==> src/rtl/std_div_seq.sv <==
// std_div_seq: multi-cycle unsigned restoring divider, one quotient bit per cycle.
// Quotient and remainder are produced together and held until the next
// operation completes. Fixed latency: done is high WIDTH+1 cycles after go
// is accepted.
// Optional feature macro: STD_DIV_SEQ_ZERO_FLAG_EN adds a registered
// div_by_zero output that is valid whenever done=1.
//
// Handshake: go is sampled only while the FSM is in IDLE; an accepted go
// captures left/right, and later changes to either operand or to go have no
// effect until the FSM returns to IDLE. done is a one-cycle pulse marking
// out_quotient/out_remainder as newly updated. go may be held high through
// done, in which case IDLE accepts it the cycle after done.
module std_div_seq #(
  parameter int WIDTH = 32
) (
  input  logic             clk,
  input  logic             reset,
  input  logic             go,
  input  logic [WIDTH-1:0] left,
  input  logic [WIDTH-1:0] right,
  output logic [WIDTH-1:0] out_quotient,
  output logic [WIDTH-1:0] out_remainder,
  output logic             done,
`ifdef STD_DIV_SEQ_ZERO_FLAG_EN
  output logic             div_by_zero,
`endif
  output logic [1:0]       state_dbg
);

  typedef enum logic [1:0] {
    IDLE = 2'd0,
    BUSY = 2'd1,
    DONE = 2'd2
  } state_t;

  localparam int CNT_W = $clog2(WIDTH);
  localparam logic [CNT_W-1:0] LAST_CNT = CNT_W'(WIDTH - 1);

  state_t           state, state_n;
  logic [CNT_W-1:0] cnt, cnt_n;
  logic [WIDTH-1:0] divisor, divisor_n;
  logic [WIDTH-1:0] acc, acc_n;
  logic [WIDTH-1:0] quo, quo_n;
  logic [WIDTH-1:0] res_q, res_q_n;
  logic [WIDTH-1:0] res_r, res_r_n;

  // Trial subtraction is one bit wider than the operands so that a partial
  // remainder shifted past bit WIDTH-1 still compares correctly against
  // divisors with their MSB set.
  logic [WIDTH:0]   shifted;
  logic [WIDTH:0]   diff;
  logic             fits;

`ifdef STD_DIV_SEQ_ZERO_FLAG_EN
  logic             dbz, dbz_n;
`endif

  // Datapath for one restoring step, evaluated every cycle.
  always_comb begin
    shifted = {acc, quo[WIDTH-1]};
    diff    = shifted - {1'b0, divisor};
    fits    = (shifted >= {1'b0, divisor});
  end

  // Next-state and next-datapath values; every target defaults to a hold.
  always_comb begin
    state_n   = state;
    cnt_n     = cnt;
    divisor_n = divisor;
    acc_n     = acc;
    quo_n     = quo;
    res_q_n   = res_q;
    res_r_n   = res_r;
`ifdef STD_DIV_SEQ_ZERO_FLAG_EN
    dbz_n     = dbz;
`endif
    case (state)
      IDLE: begin
        if (go) begin
          divisor_n = right;
          acc_n     = '0;
          quo_n     = left;
          cnt_n     = '0;
          state_n   = BUSY;
        end
      end
      BUSY: begin
        acc_n = fits ? diff[WIDTH-1:0] : shifted[WIDTH-1:0];
        quo_n = {quo[WIDTH-2:0], fits};
        cnt_n = cnt + 1'b1;
        // The step taken with cnt at its last value produces the final
        // quotient bit, so results are loaded on this same edge.
        if (cnt == LAST_CNT) begin
          state_n = DONE;
          res_q_n = quo_n;
          res_r_n = acc_n;
`ifdef STD_DIV_SEQ_ZERO_FLAG_EN
          dbz_n   = (divisor == '0);
`endif
        end
      end
      DONE: begin
        state_n = IDLE;
      end
      default: begin
        state_n = IDLE;
      end
    endcase
  end

  // State and datapath registers; reset aborts any operation in progress.
  always_ff @(posedge clk) begin
    if (reset) begin
      state   <= IDLE;
      cnt     <= '0;
      divisor <= '0;
      acc     <= '0;
      quo     <= '0;
      res_q   <= '0;
      res_r   <= '0;
`ifdef STD_DIV_SEQ_ZERO_FLAG_EN
      dbz     <= 1'b0;
`endif
    end else begin
      state   <= state_n;
      cnt     <= cnt_n;
      divisor <= divisor_n;
      acc     <= acc_n;
      quo     <= quo_n;
      res_q   <= res_q_n;
      res_r   <= res_r_n;
`ifdef STD_DIV_SEQ_ZERO_FLAG_EN
      dbz     <= dbz_n;
`endif
    end
  end

  // Output decode: done is the DONE state itself, so it lasts one cycle.
  always_comb begin
    out_quotient  = res_q;
    out_remainder = res_r;
    done          = (state == DONE);
    state_dbg     = state;
`ifdef STD_DIV_SEQ_ZERO_FLAG_EN
    div_by_zero   = dbz;
`endif
  end

`ifdef STD_DIV_SEQ_ZERO_FLAG_EN
  // Flag a zero divisor at the moment the operation is accepted.
  always @(posedge clk) begin
    if (!reset && state == IDLE && go && right == '0)
      $error("std_div_seq: go accepted with right == 0");
  end
`endif

endmodule
==> config.mk <==
export PLATFORM = sky130hd
export DESIGN_NAME = std_div_seq
export DESIGN_NICKNAME = d
export VERILOG_FILES = /design/src/rtl/std_div_seq.sv
export SDC_FILE = /design/constraint.sdc
export NUM_CORES = 1
export LEC_CHECK = 0
export BUFFER_PORTS_ARGS = -buffer_cell sky130_fd_sc_hd__buf_2
export CAP_MARGIN = 20
export CORE_ASPECT_RATIO = 1.1
export CORE_MARGIN = 8
export CORE_UTILIZATION = 61
export CTS_CLUSTER_SIZE = 30
export DETAILED_ROUTE_END_ITERATION = 8
export PLACE_DENSITY_LB_ADDON = 0.12
export SETUP_SLACK_MARGIN = 0.05
export SLEW_MARGIN = 15
export SYNTH_ARGS = -nofsm -noshare
export SYNTH_HDL_FRONTEND = slang
export SYNTH_SLANG_ARGS = --single-unit
==> constraint.sdc <==
create_clock -name clk -period 4.6 [get_ports clk]
set_input_delay 0.23 -clock clk [delete_from_list [all_inputs] [get_ports clk]]
set_output_delay 0.23 -clock clk [all_outputs]
set_load 0.05 [all_outputs]
==> results.yml, run 1 <==
global_routing:
  gr-total-overflow: 0
  antenna_found_initial: 1
  grt_pass1_wl_mm: 37.3
  gr-usage-met1_pct: 30.2
  grt_util_met3_pct: 7.00
  use_met2_pct: 42.3
  grt_pass1_vias: 7719
  groute.usage.overall_pct: 25.6
  grt_max_degree: 89
  busiest_layer: "met2"
final_layout:
  fin_util_pct: 72.4
  multi_input_area_mm2: 0.00450
  final_layout_size_suffix_gt1_share_pct: 16.9
  antenna_cells: 0
  final_area_mm2: 0.00957
  fillers: 1146
  syn_to_final_growth_pct: 15.7
  fin_nets: 1262
  ff_latch_area_mm2: 0.00334
route:
  ant_nets: 0
  dr.pass1.iters: 5
  via_per_inst: 5.89
  dr_total_vias: 7855
  wl_mm: 22.4
  wl_per_cell_um: 16.8
  drc_errors: 0
  drt-initial-drc-count: 578
setup_path:
  crit_path_end_kind: "flop"
  cp_data_required_time_ps: 4880
  cp_max_fo: 22
  arrival_ps: 3760
  crit_type: "flop to flop"
  crit_path_start_kind: "flop"
sta:
  finalHoldViolCount: 0
  fmax_mhz: 287
  rsz0062_at_grt: "false"
  fin_crit_sh_pct: 75.7
  finalMaxSlewViolations: 0
  setup_tns_ps: 0
  clock_skew_ps: 8.75
  worst_pin_slew_ps: 937
  timing.hold.ws_ps: 26.8
  setup_violations: 0
  max-slew-margin-rel_pct: 37.6
  min_period_ps: 3480
logic_synthesis:
  yosys-top-cells-count: "254 x nand2_1, 167 x dfxtp_1, 122 x a21oi_1"
  synth_edf_count: 0
  ys_seq_area_share_pct: 40.5
  ys.flop_type: "dfxtp_1"
  ys_warn_count: 0
  synth.largest_area_cell: "dfxtp_1"
  synthDistinctLibCells: 64
  synth_top_cell_area_share_pct: 40.5
  synthesis.instances: 1064
  syn-cell-area_mm2: 0.00826
  synth-seq-cells: 167
  synth_area_leaders: "dfxtp_1 40%, nand2_1 12%, a21oi_1 7.4%"
  async_reset_ff_share_pct: 0
  syn_nets: 1166
  syn_area_per_cell_um2: 7.77
  yosysMostFrequentCell: "nand2_1"
placement:
  dp_hpwl_mm: 15.3
  gp_congestion: 0.967
  placed_area_mm2: 0.00896
  port_buffers: 133
pwr:
  swShare_pct: 46.3
  p_sw_uw: 3820
  combinationalPowerShare_pct: 61.1
  vdd_ir_drop_max_mv: 0.686
  intPower_uw: 4430
  pwr-share-seq_pct: 21.4
  p_leak_uw: 0.00412
  clkPwrFrac_pct: 17.5
  powerDensity_mw_per_mm2: 863
clock_network:
  path_clk_slew_ps: 70
  cts_made_buffers: 17
  cts_hold_buf: 0
  clock_path_buffers: 2
  cts_resized: 0
  cts-root-buf: "clkbuf_16"
  cts_setup_buffers: 0
  clock_sinks: 167
  htree_levels: 4
  tritoncts: "yes"
  clkLatencyLatePin_ps: 440
die:
  core_mm2: 0.0132
  rows: 44
  start_util_pct: 62.5
  die_area_mm2: 0.0175
  boundaryPins: 134
  die_w_um: 127
  die_h_um: 138
hold_path:
  min_path_type: "input port to flop"
run_status:
  outcome: "finished clean"
flow_run:
  cap_violations: 0
## state kept, by name (all words and copies together), names as in the netlist
| name | count |
|---|---|
| out_remainder | 32 |
| cnt | 5 |
| quo | 32 |
| acc | 32 |
| out_quotient | 32 |
| divisor | 32 |
| state_dbg | 2 |
## stage by stage
step	instances	total power [uW]	setup slack, ps
6_report	1334	8250	1120
5_1_grt	1334	8780	747
2_1_floorplan	1064	5740	1900
3_3_place_gp	1302	6630	1310
4_1_cts	1334	8190	1140
3_5_place_dp	1302	6680	1170
## routing by layer
metal	vias up	part of all wire, %	routed length [um]
met4	2	2.8	626
met2	266	48	10900
met1	3665	42	9340
met5	-	0.058	13
met3	53	7.1	1590
li1	3869	-	-
## worst max-delay path, stage by stage (launching register included)
cell	delay (ps)
dfxtp_1	320
inv_1	40
ha_1	430
nand2_1	110
nor2_1	190
nand4_1	190
nor4_1	330
a21oi_1	110
o211ai_1	230
or2_2	620
buf_4	380
mux2i_1	260
a21oi_1	100
## power groups by stage
stage          clock network (uW)  registers, uW  logic (uW)
2_1_floorplan                   0           1750        3990
5_1_grt                      1530           1790        5460
6_report                     1450           1760        5040
3_3_place_gp                    0           1780        4850
4_1_cts                      1460           1760        4970
3_5_place_dp                    0           1790        4890
## layout by cell type, fill, tap and decap left out, types with 29 or more instances in the layout
cell type    n
nand2_1    253
a311oi_1    32
dfxtp_1    167
inv_1       44
a21oi_1    122
ha_1        34
buf_2      132
mux2i_1     29
nor2_1      75
o21ai_0     69
## kinds of logic (layout without fill, tap and decap cells)
kind of cell	Yosys count	after routing	synth area share, %
mux	29	29	3.51
fa+ha+maj	35	35	5.39
flops	167	167	40.5
compound gates	292	292	22.0
xor+xnor	25	25	2.65
buf+inv	111	220	5.24
simple gates	405	405	20.8
## worst paths after layout
check                           slack (ps)                 to        startpoint  depth (start not counted)
worst max-delay path                  1120  out_remainder[14]       divisor[28]                         12
worst min-delay path                    30        divisor[18]         right[18]                          3
worst max register to register        1120  out_remainder[14]       divisor[28]                         12
worst min register to register         450   out_quotient[18]  out_quotient[18]                          2
## area by class of cell
cell class	count	area share (%)
clock inverters	15	1.87
flip-flops and latches	167	35.0
multi-input cells	786	47.1
well taps	161	2.11
repair buffers	144	7.85
inverters	44	1.73
clock buffers	17	4.45
(Power assumes the default switching activity.)
==> run 2, diff against run 1 <==
--- a/config.mk
+++ b/config.mk
@@ -9,7 +9,7 @@
 export CAP_MARGIN = 20
 export CORE_ASPECT_RATIO = 1.1
 export CORE_MARGIN = 8
-export CORE_UTILIZATION = 61
+export CORE_UTILIZATION = 57
 export CTS_CLUSTER_SIZE = 30
 export DETAILED_ROUTE_END_ITERATION = 8
 export PLACE_DENSITY_LB_ADDON = 0.12
==> constraint.sdc (replaced) <==
create_clock -name clk -period 3.59 [get_ports clk]
set_input_delay 0.1795 -clock clk [delete_from_list [all_inputs] [get_ports clk]]
set_output_delay 0.1795 -clock clk [all_outputs]
set_load 0.05 [all_outputs]
==> results.yml, run 2 (synthesized netlist as in run 1, its figures left out) <==
run_status:
  outcome: "finished clean"
die:
  rows: 46
  start_util_pct: 57.9
  boundaryPins: 134
  die_w_um: 131
  die_h_um: 142
  core_mm2: 0.0143
  die_area_mm2: 0.0186
clock_network:
  path_clk_slew_ps: 60
  cts_made_buffers: 17
  clkLatencyLatePin_ps: 430
  cts_setup_buffers: 0
  tritoncts: "yes"
  clock_path_buffers: 2
  cts-root-buf: "clkbuf_16"
  clock_sinks: 167
  htree_levels: 4
setup_path:
  r2r_start: "divisor[28]"
  crit_path_end_kind: "flop"
  crit_start: "divisor[28]"
  crit_type: "flop to flop"
  crit_path_start_kind: "flop"
  cp_max_fo: 9
  cp_data_required_time_ps: 3930
  arrival_ps: 3660
sta:
  finalHoldViolCount: 0
  setup_violations: 0
  worst_pin_slew_ps: 1100
  clock_skew_ps: 13.5
  rsz0062_at_grt: "false"
  finalMaxSlewViolations: 0
  fin_crit_sh_pct: 92.5
  timing.hold.ws_ps: 5.53
  fmax_mhz: 301
  setup_tns_ps: 0
  max-slew-margin-rel_pct: 27.0
  min_period_ps: 3320
final_layout:
  fin_util_pct: 69.5
  syn_to_final_growth_pct: 20.0
  final_cell_mix: "253 x nand2_1, 167 x dfxtp_1, 132 x buf_2"
  mostFrequentLayoutCell: "nand2_1"
  fillers: 1265
  final_layout_size_suffix_gt1_share_pct: 16.6
  fin_nets: 1291
  antenna_cells: 0
placement:
  gp_congestion: 0.935
  port_buffers: 133
  dp_hpwl_mm: 15.3
global_routing:
  grt_max_degree: 105
  gr-total-overflow: 0
  grt_pass1_vias: 7597
  antenna_found_initial: 0
  grt_pass1_wl_mm: 36.7
  groute.usage.overall_pct: 24.6
hold_path:
  hp-start: "right[15]"
  min_path_type: "input port to flop"
route:
  wl_mm: 22.4
  ant_nets: 0
  via_per_inst: 5.59
  drt-initial-drc-count: 598
  dr.pass1.iters: 5
  dr_total_vias: 7798
  wl_per_cell_um: 16.1
  drc_errors: 0
pwr:
  powerDensity_mw_per_mm2: 1090
  vdd_ir_drop_max_mv: 0.972
  p_leak_uw: 0.00425
flow_run:
  cap_violations: 0
## run 2: cell count changes in the layout (fill, tap and decap cells not counted), moves of 3 or more
cell           delta
dlygate4sd3_1    +26
inv_6             -3
bufinv_16         +3
clkinv_8          -3
## run 2: power breakdown
group / switching (uW) / leakage [uW] / internal [uW]
logic: 3890 / 0.00259 / 2700
registers: 180 / 0.00136 / 2080
clock network: 773 / 0.000304 / 1180
total: 4840 / 0.00425 / 5950
## run 2: final timing paths
path,depth (start not counted),endpoint,slack (ps)
worst max-delay path,12,out_remainder[28],270
worst min-delay path,3,divisor[15],6
worst max register to register,12,out_remainder[28],270
worst min register to register,2,out_quotient[3],450
## run 2: area by class of cell
cell class	instances	area (um^2)	area share, %
well taps	192	240	2.42
multi-input cells	786	4500	45.4
flip-flops and latches	167	3340	33.7
repair buffers	173	1050	10.5
clock inverters	13	193	1.94
inverters	44	165	1.66
clock buffers	19	433	4.36
## run 2: what timing repair did
action | CTS | global route
hold endpoints to repair | 26 | 0
hold buffers | 26 | 0
endpoints found under the setup margin | 0 | 0
resized for setup | 0 | 0
## run 2: per-layer routing
metal	part of all wire [%]	global-route usage [%]	up-vias
met5	0	0	-
met4	2.4	8.77	0
met3	5.8	5.62	45
met2	48	41.7	225
met1	43	29.7	3598
li1	-	-	3930
## run 2: through the flow
stage	cell area [um^2]	instances	setup slack, ps	power [uW]
2_1_floorplan	8260	1064	886	7360
6_report	9920	1394	269	10800
3_3_place_gp	9030	1336	403	8680
3_5_place_dp	9030	1336	342	8710
5_1_grt	9920	1394	95.7	11500
4_1_cts	9920	1394	312	10700
## run 2: critical path, cell delays in order (launching register included)
cell and delay (ps):
dfxtp_1 320, inv_1 40, ha_1 420, nand2_1 110, nor2_1 250, nand4_1 220, nor4_1 370, a21oi_1 120
o211ai_1 290, nor2_1 220, buf_4 200, o41a_1 460, a211oi_2 210
==> run 3, diff against run 2 <==
==> constraint.sdc (replaced) <==
create_clock -name clk -period 3.5 [get_ports clk]
set_input_delay 0.175 -clock clk [delete_from_list [all_inputs] [get_ports clk]]
set_output_delay 0.175 -clock clk [all_outputs]
set_load 0.05 [all_outputs]
==> results.yml, run 3 (synthesized netlist as in run 1, its figures left out) <==
sta:
  rsz0062_at_grt: "false"
  max-slew-margin-rel_pct: 26.9
  setup_violations: 0
  fmax_mhz: 313
  finalHoldViolCount: 0
  clock_skew_ps: 8.18
  worst_pin_slew_ps: 1100
  fin_crit_sh_pct: 91.3
  setup_tns_ps: 0
  min_period_ps: 3200
  finalMaxSlewViolations: 0
setup_path:
  crit_start: "divisor[28]"
  r2r_start: "divisor[28]"
  cp_data_required_time_ps: 3760
  crit_path_start_kind: "flop"
  crit_type: "flop to flop"
  arrival_ps: 3460
  crit_path_end_kind: "flop"
  cp_max_fo: 13
route:
  dr_total_vias: 7922
  ant_nets: 0
  drt-initial-drc-count: 588
  dr.pass1.iters: 5
  wl_mm: 23.0
  via_per_inst: 5.63
  drc_errors: 0
  wl_per_cell_um: 16.3
pwr:
  total_power_uw: 11200
  vdd_ir_drop_max_mv: 0.780
  p_leak_uw: 0.00431
  powerDensity_mw_per_mm2: 1120
die:
  core_mm2: 0.0143
  die_area_mm2: 0.0186
  start_util_pct: 57.9
  die_w_um: 131
  rows: 46
  boundaryPins: 134
  die_h_um: 142
placement:
  dp_hpwl_mm: 15.8
  gp_congestion: 0.961
  port_buffers: 133
final_layout:
  antenna_cells: 0
  mostFrequentLayoutCell: "nand2_1"
  final_cell_mix: "253 x nand2_1, 167 x dfxtp_1, 132 x buf_2"
  fillers: 1276
  fin_nets: 1304
  syn_to_final_growth_pct: 21.3
  final_layout_size_suffix_gt1_share_pct: 16.7
clock_network:
  htree_levels: 4
  tritoncts: "yes"
  cts_made_buffers: 17
  path_clk_slew_ps: 60
  cts-root-buf: "clkbuf_16"
  clock_sinks: 167
  clkLatencyLatePin_ps: 430
  clock_path_buffers: 2
global_routing:
  gr-total-overflow: 0
  groute.usage.overall_pct: 25.1
  grt_pass1_vias: 7811
  antenna_found_initial: 0
  grt_max_degree: 105
  grt_pass1_wl_mm: 37.6
hold_path:
  hp-start: "right[8]"
  min_path_type: "input port to flop"
flow_run:
  cap_violations: 0
run_status:
  outcome: "finished clean"
[run 3: cell types whose count changed in the layout (fill, tap and decap cells not counted), sizes merged]
| cell | previous run | this run |
|---|---|---|
| buf | 147 | 151 |
| dlygate4sd3 | 26 | 35 |
| clkinvlp | 1 | 0 |
| inv | 48 | 45 |
| bufinv | 4 | 3 |
| clkinv | 4 | 6 |
| clkbuf | 19 | 21 |
[run 3: worst max-delay path, stage by stage (launching register included)]
cell and delay [ps]:
dfxtp_1 330, inv_1 40, ha_1 420, nand2_1 110, nor2_1 240, nand4_1 220
nor4_1 370, a21oi_1 120, o211ai_1 220, or2_2 210, buf_4 270, mux2i_1 370
a211oi_1 120
[run 3: timing repair]
action	4_1_cts	5_1_grt
buffers inserted	0	2
gates resized for setup	0	1
endpoints found under the hold margin	34	0
hold buffers	35	0
setup endpoints to repair	0	4
[run 3: where the power goes]
part           internal [uW]  switching [uW]
registers               2130             187
logic                   2890            4080
clock network           1180             776
[run 3: worst paths after layout]
check	to	cells after the start	slack, ps
worst max-delay path	out_remainder[21]	12	300
worst min-delay path	divisor[8]	3	9
worst max register to register	out_remainder[21]	12	300
worst min register to register	out_quotient[3]	2	450
[run 3: stage by stage]
step	setup WS [ps]	util (%)	area, um^2	cells	hold WS [ps]
2_1_floorplan	796	-	8260	1064	311
3_3_place_gp	332	63.3	9040	1338	416
3_5_place_dp	263	63.3	9040	1338	421
4_1_cts	233	70.1	10000	1404	0.785
5_1_grt	137	70.2	10000	1406	2.04
6_report	304	70.2	10000	1406	8.80
[run 3: layer usage]
layer	GRT usage, %	wire length [um]	up-vias
met5	0	0	-
met4	9.07	498	0
li1	-	-	3954
met1	30.5	9870	3683
met2	42.4	11200	240
met3	5.70	1370	45
[run 3: cell type report]
cell class | count | area (um^2) | area share [%]
clock buffer | 21 | 470 | 4.69
clock inverter | 10 | 144 | 1.44
inverter | 44 | 165 | 1.65
multi-input combinational | 786 | 4500 | 44.9
sequential | 167 | 3340 | 33.4
tap | 192 | 240 | 2.40
timing repair buffer | 186 | 1160 | 11.5
